`config.mk`:
```
export PLATFORM = sky130hd
export DESIGN_NAME = sram_burst_reader
export DESIGN_NICKNAME = d
export VERILOG_FILES = /design/src/rtl/sram_burst_reader.sv
export SDC_FILE = /design/constraint.sdc
export NUM_CORES = 2
export LEC_CHECK = 0
export CAP_MARGIN = 20
export CORE_AREA = 2 2 635 637
export DETAILED_ROUTE_END_ITERATION = 12
export DIE_AREA = 0 0 637 639
export GPL_ROUTABILITY_DRIVEN = 0
export PLACE_DENSITY_LB_ADDON = 0.2
export RECOVER_POWER = 25
export SLEW_MARGIN = 0
export SYNTH_ARGS = -nofsm -noshare
export SYNTH_HDL_FRONTEND = slang
export SYNTH_SLANG_ARGS = --single-unit
```
`constraint.sdc`:
```
create_clock -name clk -period 5.7 [get_ports clk]
set_input_delay 1.71 -clock clk [delete_from_list [all_inputs] [get_ports clk]]
set_output_delay 1.71 -clock clk [all_outputs]
set_load 0.1 [all_outputs]
```
`src/rtl/sram_burst_reader.sv`:
```
`default_nettype none
// ============================================================================
// Module   : sram_burst_reader
// Purpose  : Fetches one frame from the pixel SRAM as consecutive bursts and
//            serializes each burst into a one-pixel-per-cycle valid/ready
//            stream. The SRAM's registered read_data doubles as the prefetch
//            buffer, so bursts stream back-to-back without bubbles.
// Revision : 1.0 - initial release
// ============================================================================
module sram_burst_reader #(
  parameter int PIXEL_W      = 24,
  parameter int BURST        = 64,
  parameter int ADDR_W       = 24,
  parameter int FRAME_PIXELS = 208896
) (
  input  logic                       clk,
  input  logic                       reset,
  input  logic                       start,
  input  logic [ADDR_W-1:0]          base_addr,
  output logic                       sram_read_enable,
  output logic [ADDR_W-1:0]          sram_address,
  input  logic [BURST*PIXEL_W-1:0]   sram_read_data,
  output logic [PIXEL_W-1:0]         pix_data,
  output logic                       pix_valid,
  input  logic                       pix_ready,
  output logic                       pix_sof,
  output logic                       pix_eof,
  output logic                       busy,
  output logic                       done
);

  localparam int c_NUM_BURSTS = FRAME_PIXELS / BURST;
  localparam int c_CNT_W      = (c_NUM_BURSTS > 1) ? $clog2(c_NUM_BURSTS) : 1;
  localparam int c_IDX_W      = $clog2(BURST);

  localparam logic [c_CNT_W-1:0] c_LAST_BURST  = c_CNT_W'(c_NUM_BURSTS - 1);
  localparam logic [c_CNT_W:0]   c_TOTAL_READS = (c_CNT_W + 1)'(c_NUM_BURSTS);
  localparam logic [c_IDX_W-1:0] c_LAST_IDX    = c_IDX_W'(BURST - 1);
  localparam logic [c_IDX_W-1:0] c_IDX_ONE     = c_IDX_W'(1);
  localparam logic [c_CNT_W-1:0] c_BURST_ONE   = c_CNT_W'(1);
  localparam logic [c_CNT_W:0]   c_READ_ONE    = (c_CNT_W + 1)'(1);
  localparam logic [ADDR_W-1:0]  c_ADDR_STEP   = ADDR_W'(BURST);

  typedef enum logic [1:0] {
    S_IDLE   = 2'd0,
    S_FETCH  = 2'd1,
    S_STREAM = 2'd2
  } state_t;

  state_t                     r_state;
  state_t                     w_state_next;

  logic [BURST*PIXEL_W-1:0]   r_buf;        // burst currently being serialized
  logic                       r_buf_valid;  // r_buf holds pixels not yet sent
  logic [c_IDX_W-1:0]         r_idx;        // pixel index within r_buf
  logic [c_CNT_W-1:0]         r_burst;      // which burst of the frame r_buf is
  logic [c_CNT_W:0]           r_rd_cnt;     // reads issued this frame
  logic [ADDR_W-1:0]          r_next_addr;  // address of the next read to issue
  logic                       r_rd_d1;      // read pulse delayed: SRAM data valid now
  logic                       r_pf_valid;   // sram_read_data holds the next burst

  logic w_xfer;
  logic w_last_idx;
  logic w_last_burst;
  logic w_more_reads;
  logic w_accept;
  logic w_load;
  logic w_issue;
  logic w_finish;
  logic w_drain;

  assign w_xfer       = r_buf_valid & pix_ready;
  assign w_last_idx   = (r_idx == c_LAST_IDX);
  assign w_last_burst = (r_burst == c_LAST_BURST);
  assign w_more_reads = (r_rd_cnt < c_TOTAL_READS);

  assign pix_valid = r_buf_valid;
  assign pix_data  = r_buf_valid ? r_buf[r_idx*PIXEL_W +: PIXEL_W] : '0;
  assign pix_sof   = r_buf_valid & (r_burst == '0) & (r_idx == '0);
  assign pix_eof   = r_buf_valid & w_last_burst & w_last_idx;
  assign busy      = (r_state != S_IDLE);

  // State register.
  always_ff @(posedge clk) begin
    if (reset) begin
      r_state <= S_IDLE;
    end else begin
      r_state <= w_state_next;
    end
  end

  // Next-state decode and per-cycle control strobes for the datapath.
  always_comb begin
    w_state_next = r_state;
    w_accept     = 1'b0;
    w_load       = 1'b0;
    w_issue      = 1'b0;
    w_finish     = 1'b0;
    w_drain      = 1'b0;
    case (r_state)
      S_IDLE: begin
        if (start) begin
          w_accept     = 1'b1;
          w_state_next = S_FETCH;
        end
      end
      S_FETCH: begin
        // First burst arrives the cycle after the SRAM samples the pulse.
        if (r_rd_d1) begin
          w_load       = 1'b1;
          w_issue      = w_more_reads;
          w_state_next = S_STREAM;
        end
      end
      S_STREAM: begin
        if (r_buf_valid) begin
          if (w_xfer && w_last_idx) begin
            if (w_last_burst) begin
              w_finish     = 1'b1;
              w_state_next = S_IDLE;
            end else if (r_pf_valid) begin
              w_load  = 1'b1;
              w_issue = w_more_reads;
            end else begin
              w_drain = 1'b1;
            end
          end
        end else if (r_pf_valid) begin
          // Recovering from a late prefetch: reload as soon as it lands.
          w_load  = 1'b1;
          w_issue = w_more_reads;
        end
      end
      default: w_state_next = S_IDLE;
    endcase
  end

  // Read issue, buffer load, pixel index and prefetch tracking.
  always_ff @(posedge clk) begin
    if (reset) begin
      sram_read_enable <= 1'b0;
      sram_address     <= '0;
      done             <= 1'b0;
      r_buf            <= '0;
      r_buf_valid      <= 1'b0;
      r_idx            <= '0;
      r_burst          <= '0;
      r_rd_cnt         <= '0;
      r_next_addr      <= '0;
      r_rd_d1          <= 1'b0;
      r_pf_valid       <= 1'b0;
    end else begin
      r_rd_d1          <= sram_read_enable;
      sram_read_enable <= w_accept | w_issue;
      done             <= w_finish;

      if (w_accept) begin
        sram_address <= base_addr;
        r_next_addr  <= base_addr + c_ADDR_STEP;
        r_rd_cnt     <= c_READ_ONE;
        r_burst      <= '0;
        r_idx        <= '0;
        r_buf_valid  <= 1'b0;
        r_pf_valid   <= 1'b0;
      end

      if (w_issue) begin
        sram_address <= r_next_addr;
        r_next_addr  <= r_next_addr + c_ADDR_STEP;
        r_rd_cnt     <= r_rd_cnt + c_READ_ONE;
      end

      // Prefetch data becomes usable one cycle after its read pulse.
      if (r_rd_d1 && (r_state == S_STREAM)) begin
        r_pf_valid <= 1'b1;
      end

      if (w_load) begin
        r_buf       <= sram_read_data;
        r_idx       <= '0;
        r_buf_valid <= 1'b1;
        r_pf_valid  <= 1'b0;
        if (r_state == S_STREAM) begin
          r_burst <= r_burst + c_BURST_ONE;
        end
      end else if (w_drain || w_finish) begin
        r_idx       <= '0;
        r_buf_valid <= 1'b0;
      end else if (w_xfer) begin
        r_idx <= r_idx + c_IDX_ONE;
      end
    end
  end

endmodule
`default_nettype wire

```
==> metrics <==
GRT Util Overall=0.199; H-tree levels=4; failing checks=capacitance limit, slew limit; DR WL/cell=between 20 and 30 um; Area contributors post-synth=dfxtp_1 (47%), nand2_1 (17%), mux4_2 (16%), a21oi_1 (11%), clkbuf_1 (1.9%); DRC viols=0; Post-CTS Hold Buffers=0; Placed Area=around 91000 um2; Num Clock Sinks=between 1500 and 2000; Final Max Tran Viols=about 1200; TritonRoute pass-1 iters=6; #FFs+latches synth=approximately 1600; Final nets=between 10000 and 15000; cell mode on critical path=buf_12; Inserted Clock Buffers=198; Die Wd=between 600 and 700 um; Finished Core Util=0.247; placed insts=~14000; Die Area=between 400000 and 500000 um2; Final setup viols=0; reported leakage power=30.8 nW; register area share after synthesis=0.472; DP Wirelength=335 mm; first-pass GRT wire length=around 560 mm; Post-Layout Cell Count=roughly 15000; Skew-Pair Late Insertion Delay=0.93 ns; Synth Net Count=9524; number of flops mapped to enable cells by yosys=0; Bufs on Longest Clock Path=4; WP data arrival=about 4 ns; total wire length=approximately 430 mm; Via-to-Cell Ratio=approximately 4.5; RSZ-0062 raised after global routing=true; Yosys top cell area share=0.472; max incr delay on CP=0.61 ns; largest net degree at the start of global routing=about 190; CP Launch Type=flip-flop; status=finished with violations; GRT overflow=0; Total Power=approximately 28 mW; Vias=~67000; final instance area=approximately 99000 um2; Die Ht=around 640 um; PwrDens=between 200 and 300 nW/um2; max-cap viol count=14; Post-DRT Antenna Nets=0; vias in the first global route=around 66000; Clock Skew=between 0.1 and 0.15 ns; most common cell in the netlist=nand2_1; Top FF cell, synth=dfxtp_1; Cell variety after synth=between 60 and 70; VDD IR max=~0.00029 V; Initial DRC Count=~6000; Mapped Area=68700 um2; Hold Fails Final Rpt=0; CP Max Fanout=8; Area Growth Syn to Fin=44.0%; Synth top cells by count=nand2_1 (3177), dfxtp_1 (1622), a21oi_1 (1571); yosys warns=0; Top Family by Delay on Critical Path=multiplexers; CTS tree=done; actual slew at the worst max-slew pin=~3.3 ns; Rel. slew slack=-1.20; Hold Path Class=flip-flop to flip-flop; min Tclk post-route=around 5.6 ns; I/O Buffers=approximately 1600; fraction of registers with async set/reset=0; clock-pin slew of the registers on the worst-case setup and hold paths=0.06 ns; crit path cell chain=buf_12 -> buf_16 -> buf_6 -> buf_12 -> buf_12 -> buf_4 -> mux4_2 -> mux4_2 -> mux2i_4 -> o22ai_1 -> buf_12; CP max stage cell=mux4_2; I/O pin count=1618; Tcrit/Tclk final=0.989; Setup WS pre-CTS=-0.279 ns; Critical Path RT=3.99 ns; Initial Util=0.171; CP Class=flip-flop to primary output; Mean Syn Cell Area=~8.6 um2; final hold slack=0.446 ns; share of layout cells above drive strength 1=0.118; CORE AREA=401000 um2; Post-Synthesis Cells=7949; fmax=177 MHz; WP buf/inv=7; setup TNS=0 ns; final worst slack=0.0639 ns; CP Capture Type=primary output; CTS Root Cell=clkbuf_16; post-synth top area cell=dfxtp_1; Rows=233; initial antenna violation count=212
[cell usage in the layout, fill, tap and decap left out, types with 11 or more instances in the layout]
cell type        count
a21oi_1           1571
a311oi_1            34
a31oi_1             14
and3_1              16
buf_12              54
buf_16              16
buf_4              180
clkbuf_1            65
clkbuf_16          205
clkbuf_8            39
clkdlybuf4s50_1   1589
clkinv_2            28
dfxtp_1           1617
diode_2            104
ha_1                11
mux2i_1             28
mux2i_4             12
mux4_2             480
nand2_1           3175
nand3_1             35
nand4_1             12
nor2_1              88
nor3_1              19
o21ai_0             25
o22ai_1             15
[power by group]
| part | leakage (nW) | switching, mW | internal, mW |
|---|---|---|---|
| registers | 13.1 | 0.213 | 11.6 |
| logic | 14.6 | 1.75 | 1.42 |
| clock network | 3.10 | 5.37 | 7.26 |
| total | 30.8 | 7.34 | 20.3 |
[final timing paths]
path | start | end | slack, ns | depth (start not counted)
max | r_idx[0] | pix_data[1] | 0.06 | 11
min | r_buf[369] | r_buf[369] | 0.45 | 2
max reg2reg | r_idx[2] | r_buf[565] | 0.44 | 9
min reg2reg | r_buf[369] | r_buf[369] | 0.45 | 2
[flip-flops by register name (all words and copies together), names as in the netlist]
name / count
done: 1
r_state: 2
pix_valid: 1
r_burst: 12
r_rd_d1: 1
r_next_addr: 24
r_buf: 1536
r_pf_valid: 1
r_rd_cnt: 13
r_idx: 6
sram_address: 24
sram_read_enable: 1
[repair_timing]
action	4_1_cts	5_1_grt
pin swaps	5	1
setup endpoints to repair	24	20
setup buffers	56	15
gates resized for setup	101	16
gates cloned	12	1
[worst register-to-register path, delay by kind of cell, from the launching register on]
family | cells | cell delay [ns]
buffers and inverters | 4 | 2.31
AND/OR/NAND/NOR | 3 | 1.32
flip-flops | 1 | 0.86
AO/OA/AOI/OAI | 2 | 0.71
[kinds of logic (layout without fill, tap and decap cells)]
family	Yosys count	after routing	share of synthesized area
other	0	104	0
AO/OA/AOI/OAI	1712	1712	0.129
buffers and inverters	679	2253	0.0418
multiplexers	530	530	0.165
flip-flops	1622	1622	0.472
adder cells (fa/ha/maj)	11	11	0.00200
AND/OR/NAND/NOR	3389	3389	0.189
XOR/XNOR	6	6	0.000765
[layout make-up]
type,count,area (um2)
Clock inverter,54,579
Tap cell,5287,6620
Timing Repair Buffer,1899,19500
Fill cell,43500,302000
Sequential cell,1622,32500
Antenna cell,104,260
Clock buffer,290,5730
Multi-Input combinational cell,5648,33700
Inverter,10,37.5
[metal layers]
layer  up-vias  share of wire  wire length (um)  GRT usage
met5         -        0.00097               413          0
met4        62          0.041             17500     0.0836
met3       631          0.068             28800     0.0425
met2      2685           0.49            207000      0.335
met1     33200           0.40            172000      0.245
li1      30100              -                 -          -
No activity file was read; power rests on OpenSTA's default activity.
